===== config.mk =====
export PLATFORM = sky130hd
export DESIGN_NAME = shift_unit_iter
export DESIGN_NICKNAME = d
export VERILOG_FILES = /design/src/rtl/shift_unit_iter_pkg.sv /design/src/rtl/shift_unit_iter_step.sv /design/src/rtl/shift_unit_iter.sv
export SDC_FILE = /design/constraint.sdc
export NUM_CORES = 1
export LEC_CHECK = 0
export ABC_CLOCK_PERIOD_IN_PS = 2140
export CAP_MARGIN = 20
export CORE_UTILIZATION = 40
export CTS_CLUSTER_SIZE = 25
export DETAILED_ROUTE_END_ITERATION = 10
export PLACE_DENSITY = 0.66
export SYNTH_ARGS = -nofsm -noshare
export SYNTH_HDL_FRONTEND = slang
export SYNTH_HIERARCHICAL = 1
export SYNTH_SLANG_ARGS = --single-unit

===== constraint.sdc =====
create_clock -name clk -period 2.14 [get_ports clk]
set_input_delay 0.214 -clock clk [delete_from_list [all_inputs] [get_ports clk]]
set_output_delay 0.214 -clock clk [all_outputs]
set_load 0.1 [all_outputs]

===== src/rtl/shift_unit_iter_pkg.sv =====
// Shared definitions for the iterative shift unit: op encodings and FSM states.
package shift_unit_pkg;

    // Shift mode encodings carried on Op and held in the sampled op register
    localparam logic [1:0] SHIFT_SLL = 2'b00;
    localparam logic [1:0] SHIFT_SRL = 2'b01;
    localparam logic [1:0] SHIFT_SRA = 2'b10;
    localparam logic [1:0] SHIFT_ROR = 2'b11;

    // Control FSM states
    typedef enum logic [1:0] {
        IDLE  = 2'b00,
        SHIFT = 2'b01,
        DONE  = 2'b10
    } state_t;

endpackage


===== src/rtl/shift_unit_iter_step.sv =====
// Combinational single-step shifter: moves acc by k (0..STEP) positions in the
// selected mode. Repeated application composes exactly into one larger shift.
module shift_step
    import shift_unit_pkg::*;
#(
    parameter int unsigned WIDTH = 32,
    parameter int unsigned STEP  = 1,
    localparam int unsigned KW   = $clog2(STEP + 1)
) (
    input  logic [WIDTH-1:0] acc_i,
    input  logic [1:0]       op_i,
    input  logic             sign_i,
    input  logic [KW-1:0]    k_i,
    output logic [WIDTH-1:0] result_o
);

    logic [WIDTH-1:0] fill_mask;
    logic [WIDTH-1:0] srl_w;

    // Shift acc by k in the mode held in op; SRA fills with the sampled sign,
    // ROR wraps LSB-side bits around to the MSB side.
    always_comb begin
        srl_w     = acc_i >> k_i;
        // Ones in every position still occupied by original bits after >> k
        fill_mask = {WIDTH{1'b1}} >> k_i;
        result_o  = acc_i;
        case (op_i)
            SHIFT_SLL: result_o = acc_i << k_i;
            SHIFT_SRL: result_o = srl_w;
            SHIFT_SRA: result_o = srl_w | (~fill_mask & {WIDTH{sign_i}});
            // A shift by WIDTH yields zero, so k=0 leaves acc unchanged
            SHIFT_ROR: result_o = srl_w | (acc_i << (WIDTH - 32'(k_i)));
            default:   result_o = acc_i;
        endcase
    end

endmodule


===== src/rtl/shift_unit_iter.sv =====
// Iterative variable-amount shifter (SLL/SRL/SRA/ROR). Accepts one operand per
// Start/Done handshake and advances up to STEP bit positions per clock.
module shift_unit_iter
    import shift_unit_pkg::*;
#(
    parameter int unsigned WIDTH = 32,
    parameter int unsigned STEP  = 1
) (
    input  logic                     clk,
    input  logic                     rst,
    input  logic                     Start,
    input  logic [1:0]               Op,
    input  logic [$clog2(WIDTH)-1:0] Shamt,
    input  logic [WIDTH-1:0]         Data_In,
    output logic                     Busy,
    output logic                     Done,
    output logic [WIDTH-1:0]         Data_Out
);

    localparam int unsigned SW = $clog2(WIDTH);
    localparam int unsigned KW = $clog2(STEP + 1);

    state_t           state_q, state_d;
    logic [WIDTH-1:0] acc_q,   acc_d;
    logic [SW-1:0]    cnt_q,   cnt_d;
    logic [1:0]       op_q,    op_d;
    logic             sign_q,  sign_d;
    logic [WIDTH-1:0] dout_q,  dout_d;

    logic [KW-1:0]    k;
    logic [WIDTH-1:0] step_res;

    // Per-cycle step size: the full STEP, or whatever remains if smaller
    always_comb begin
        if (32'(cnt_q) >= STEP) begin
            k = KW'(STEP);
        end else begin
            k = KW'(cnt_q);
        end
    end

    shift_step #(
        .WIDTH (WIDTH),
        .STEP  (STEP)
    ) u_step (
        .acc_i    (acc_q),
        .op_i     (op_q),
        .sign_i   (sign_q),
        .k_i      (k),
        .result_o (step_res)
    );

    // Next-state logic: accept in IDLE/DONE, iterate in SHIFT, publish on exit
    always_comb begin
        state_d = state_q;
        acc_d   = acc_q;
        cnt_d   = cnt_q;
        op_d    = op_q;
        sign_d  = sign_q;
        dout_d  = dout_q;
        case (state_q)
            IDLE, DONE: begin
                if (Start) begin
                    state_d = SHIFT;
                    acc_d   = Data_In;
                    cnt_d   = Shamt;
                    op_d    = Op;
                    sign_d  = Data_In[WIDTH-1];
                end else begin
                    state_d = IDLE;
                end
            end
            SHIFT: begin
                if (cnt_q != '0) begin
                    acc_d = step_res;
                    // k never exceeds cnt, so narrowing to SW bits is lossless
                    cnt_d = cnt_q - SW'(k);
                end else begin
                    state_d = DONE;
                    dout_d  = acc_q;
                end
            end
            default: state_d = IDLE;
        endcase
    end

    // State and datapath registers; reset aborts any operation in flight
    always_ff @(posedge clk or posedge rst) begin
        if (rst) begin
            state_q <= IDLE;
            acc_q   <= '0;
            cnt_q   <= '0;
            op_q    <= '0;
            sign_q  <= 1'b0;
            dout_q  <= '0;
        end else begin
            state_q <= state_d;
            acc_q   <= acc_d;
            cnt_q   <= cnt_d;
            op_q    <= op_d;
            sign_q  <= sign_d;
            dout_q  <= dout_d;
        end
    end

    assign Busy     = (state_q == SHIFT);
    assign Done     = (state_q == DONE);
    assign Data_Out = dout_q;

endmodule


==> results.sh <==
export IMPL_outcome="complete, no violations"
export IMPL_insertion_delay_ps=340
export IMPL_cts_root_buf="clkbuf_8"
export IMPL_hpwlAfterDp_um=5980
export IMPL_vias_per_cell=4.91
export IMPL_route_detailed_drc=0
export IMPL_clock_fmax_mhz=516
export IMPL_worst_pin_slew_ps=408
export IMPL_drive_gt1_frac=0.286
export IMPL_ys_seq_elements=74
export IMPL_cts_resized=0
export IMPL_drtIter0Drc=136
export IMPL_rows=36
export IMPL_cp_arrival_ps=2170
export IMPL_antenna_cells=0
export IMPL_grt_pass1_vias=2913
export IMPL_pin_count=76
export IMPL_firstDrtPassIters=4
export IMPL_postSynthAreaPerCell_um2=10.4
export IMPL_rsz0062_at_grt="no"
export IMPL_max_slew_margin=0.728
export IMPL_min_path_type="input port to asynchronous set/reset pin"
export IMPL_h_tree_depth=3
export IMPL_routed_wirelength_um=8700
export IMPL_worst_setup_path_type="register to register"
export IMPL_ant_nets=0
export IMPL_cts_clk_slew_worst_paths_ps=80
export IMPL_grt_max_degree=75
export IMPL_startpoint_type="register"
export IMPL_ys_types=33
export IMPL_final_min_clock_period_ps=1940
export IMPL_fp_dieW_um=104
export IMPL_numCtsBuffers=9
export IMPL_final_max_slew_viol_count=0
export IMPL_syn_area_mm2=0.00413
export IMPL_routedWlPerCell_um=14.2
export IMPL_start_util=0.417
export IMPL_ys_warn_count=6
export IMPL_hold_viol=0
export IMPL_cp_required_ps=2370
export IMPL_setup_viol=0
export IMPL_syn_to_final_growth_pct=23.6
export IMPL_dieHeight_um=104
export IMPL_finalClockSkew_ps=7.66
export IMPL_antenna_found_initial=0
export IMPL_clock_path_buffers=2
export IMPL_syn_num_nets=441
export IMPL_portBuffers=75
export IMPL_final_cell_mix="99 x nand2_1, 74 x dfrtp_1, 45 x buf_4"
export IMPL_grt_remaining_overflow=0
export IMPL_vias=3005
export IMPL_path_max_fanout=22
export IMPL_post_route_period_util=0.906
export IMPL_core_area_mm2=0.00991
export IMPL_synth_seq_area_share=0.448
export IMPL_cts_setup_buffers=0
export IMPL_maxCapViolations=0
export IMPL_grt_use_total=0.169
export IMPL_gp_congestion=0.770
export IMPL_layout_commonest_cell="nand2_1"
export IMPL_grt_pass1_wl_um=14500
export IMPL_cp_end_kind="register"
export IMPL_tns_ps=0
export IMPL_cts_hold_buf=0
export IMPL_netlist_instances=398
export IMPL_final_nets=517
export IMPL_dieArea_mm2=0.0107
export IMPL_cts_tree="done"
export IMPL_clkSinkCount=74
==> path summary, 6_finish.rpt <==
kind	startpoint	end	slack, ps	cells past startpoint
min in group clk	Data_Out[22]$_DFFE_PP0P_	Data_Out[22]$_DFFE_PP0P_	510	1
worst min register to register	Data_Out[22]$_DFFE_PP0P_	Data_Out[22]$_DFFE_PP0P_	510	1
worst max-delay path	cnt_q[0]$_DFFE_PP0P_	acc_q[13]$_DFFE_PP0P_	200	6
worst min-delay path	rst	Data_Out[7]$_DFFE_PP0P_	250	3
worst max register to register	cnt_q[0]$_DFFE_PP0P_	acc_q[13]$_DFFE_PP0P_	200	6
max in group asynchronous	rst	Data_Out[17]$_DFFE_PP0P_	1560	3
==> critical path, cell delays in order (launching register included) <==
cell and delay [ps]:
dfrtp_1 410, or3_4 410, nor3_4 140, inv_2 90, a21boi_4 200, buf_12 230
mux2_2 350
==> cell families after synthesis <==
family,synth area share
buf+inv,0.0567
simple gates,0.142
mux,0.286
flops,0.448
fa+ha+maj,0.00303
compound gates,0.0639
==> cell type report <==
type	count	area [µm²]
clock buffers	13	149
clock inverters	3	15.0
fillers	925	4800
inverters	8	31.3
multi-input cells	290	2040
flip-flops and latches	74	1850
well taps	133	166
repair buffers	91	848
==> through the flow <==
stage | cells | worst slack (ps) | cell area [µm²] | util | hold WS [ps]
6_report | 612 | 200 | 5100 | 0.515 | 245
5_1_grt | 612 | 72.7 | 5100 | 0.515 | 281
4_1_cts | 612 | 195 | 5100 | 0.515 | 279
3_5_place_dp | 596 | 204 | 4940 | 0.499 | 495
3_3_place_gp | 596 | 243 | 4940 | 0.499 | 488
2_1_floorplan | 398 | 44.4 | 4130 | - | 364
==> registers in the layout, indices dropped and copies added (netlist names) <==
name / count
Data_Out: 32
cnt_q: 5
op_q: 2
state_q: 2
acc_q: 32
sign_q: 1
==> layer usage <==
| metal | global-route usage | share of wire | vias up |
|---|---|---|---|
| met2 | 0.267 | 0.47 | 62 |
| li1 | - | - | 1495 |
| met4 | 0.0631 | 0.013 | 0 |
| met5 | 0 | 0 | - |
| met3 | 0.0252 | 0.028 | 11 |
| met1 | 0.233 | 0.49 | 1437 |
==> Yosys cell counts, drive strengths merged <==
cell	number	area share
inv	8	0.0073
a32oi	1	0.0021
nor4	1	0.0015
a21oi	32	0.039
buf	15	0.039
nor3	1	0.0039
mux2i	33	0.080
dfrtp	74	0.45
nand4	1	0.0015
or3	1	0.0027
nand2	100	0.092
nand2b	2	0.0030
o21a	2	0.0036
o22ai	2	0.0030
a21boi	1	0.0045
o211ai	1	0.0018
mux2	67	0.21
nand3	1	0.0012
ha	1	0.0030
o211a	1	0.0024
nor2	36	0.035
nor2b	1	0.0015
clkbuf	11	0.010
o21ai	2	0.0024
o22a	1	0.0021
a31oi	2	0.0030
Power is left out: the tool's default activity adds up to more than one toggle a clock period on the data nets, which glitch-free logic cannot reach.
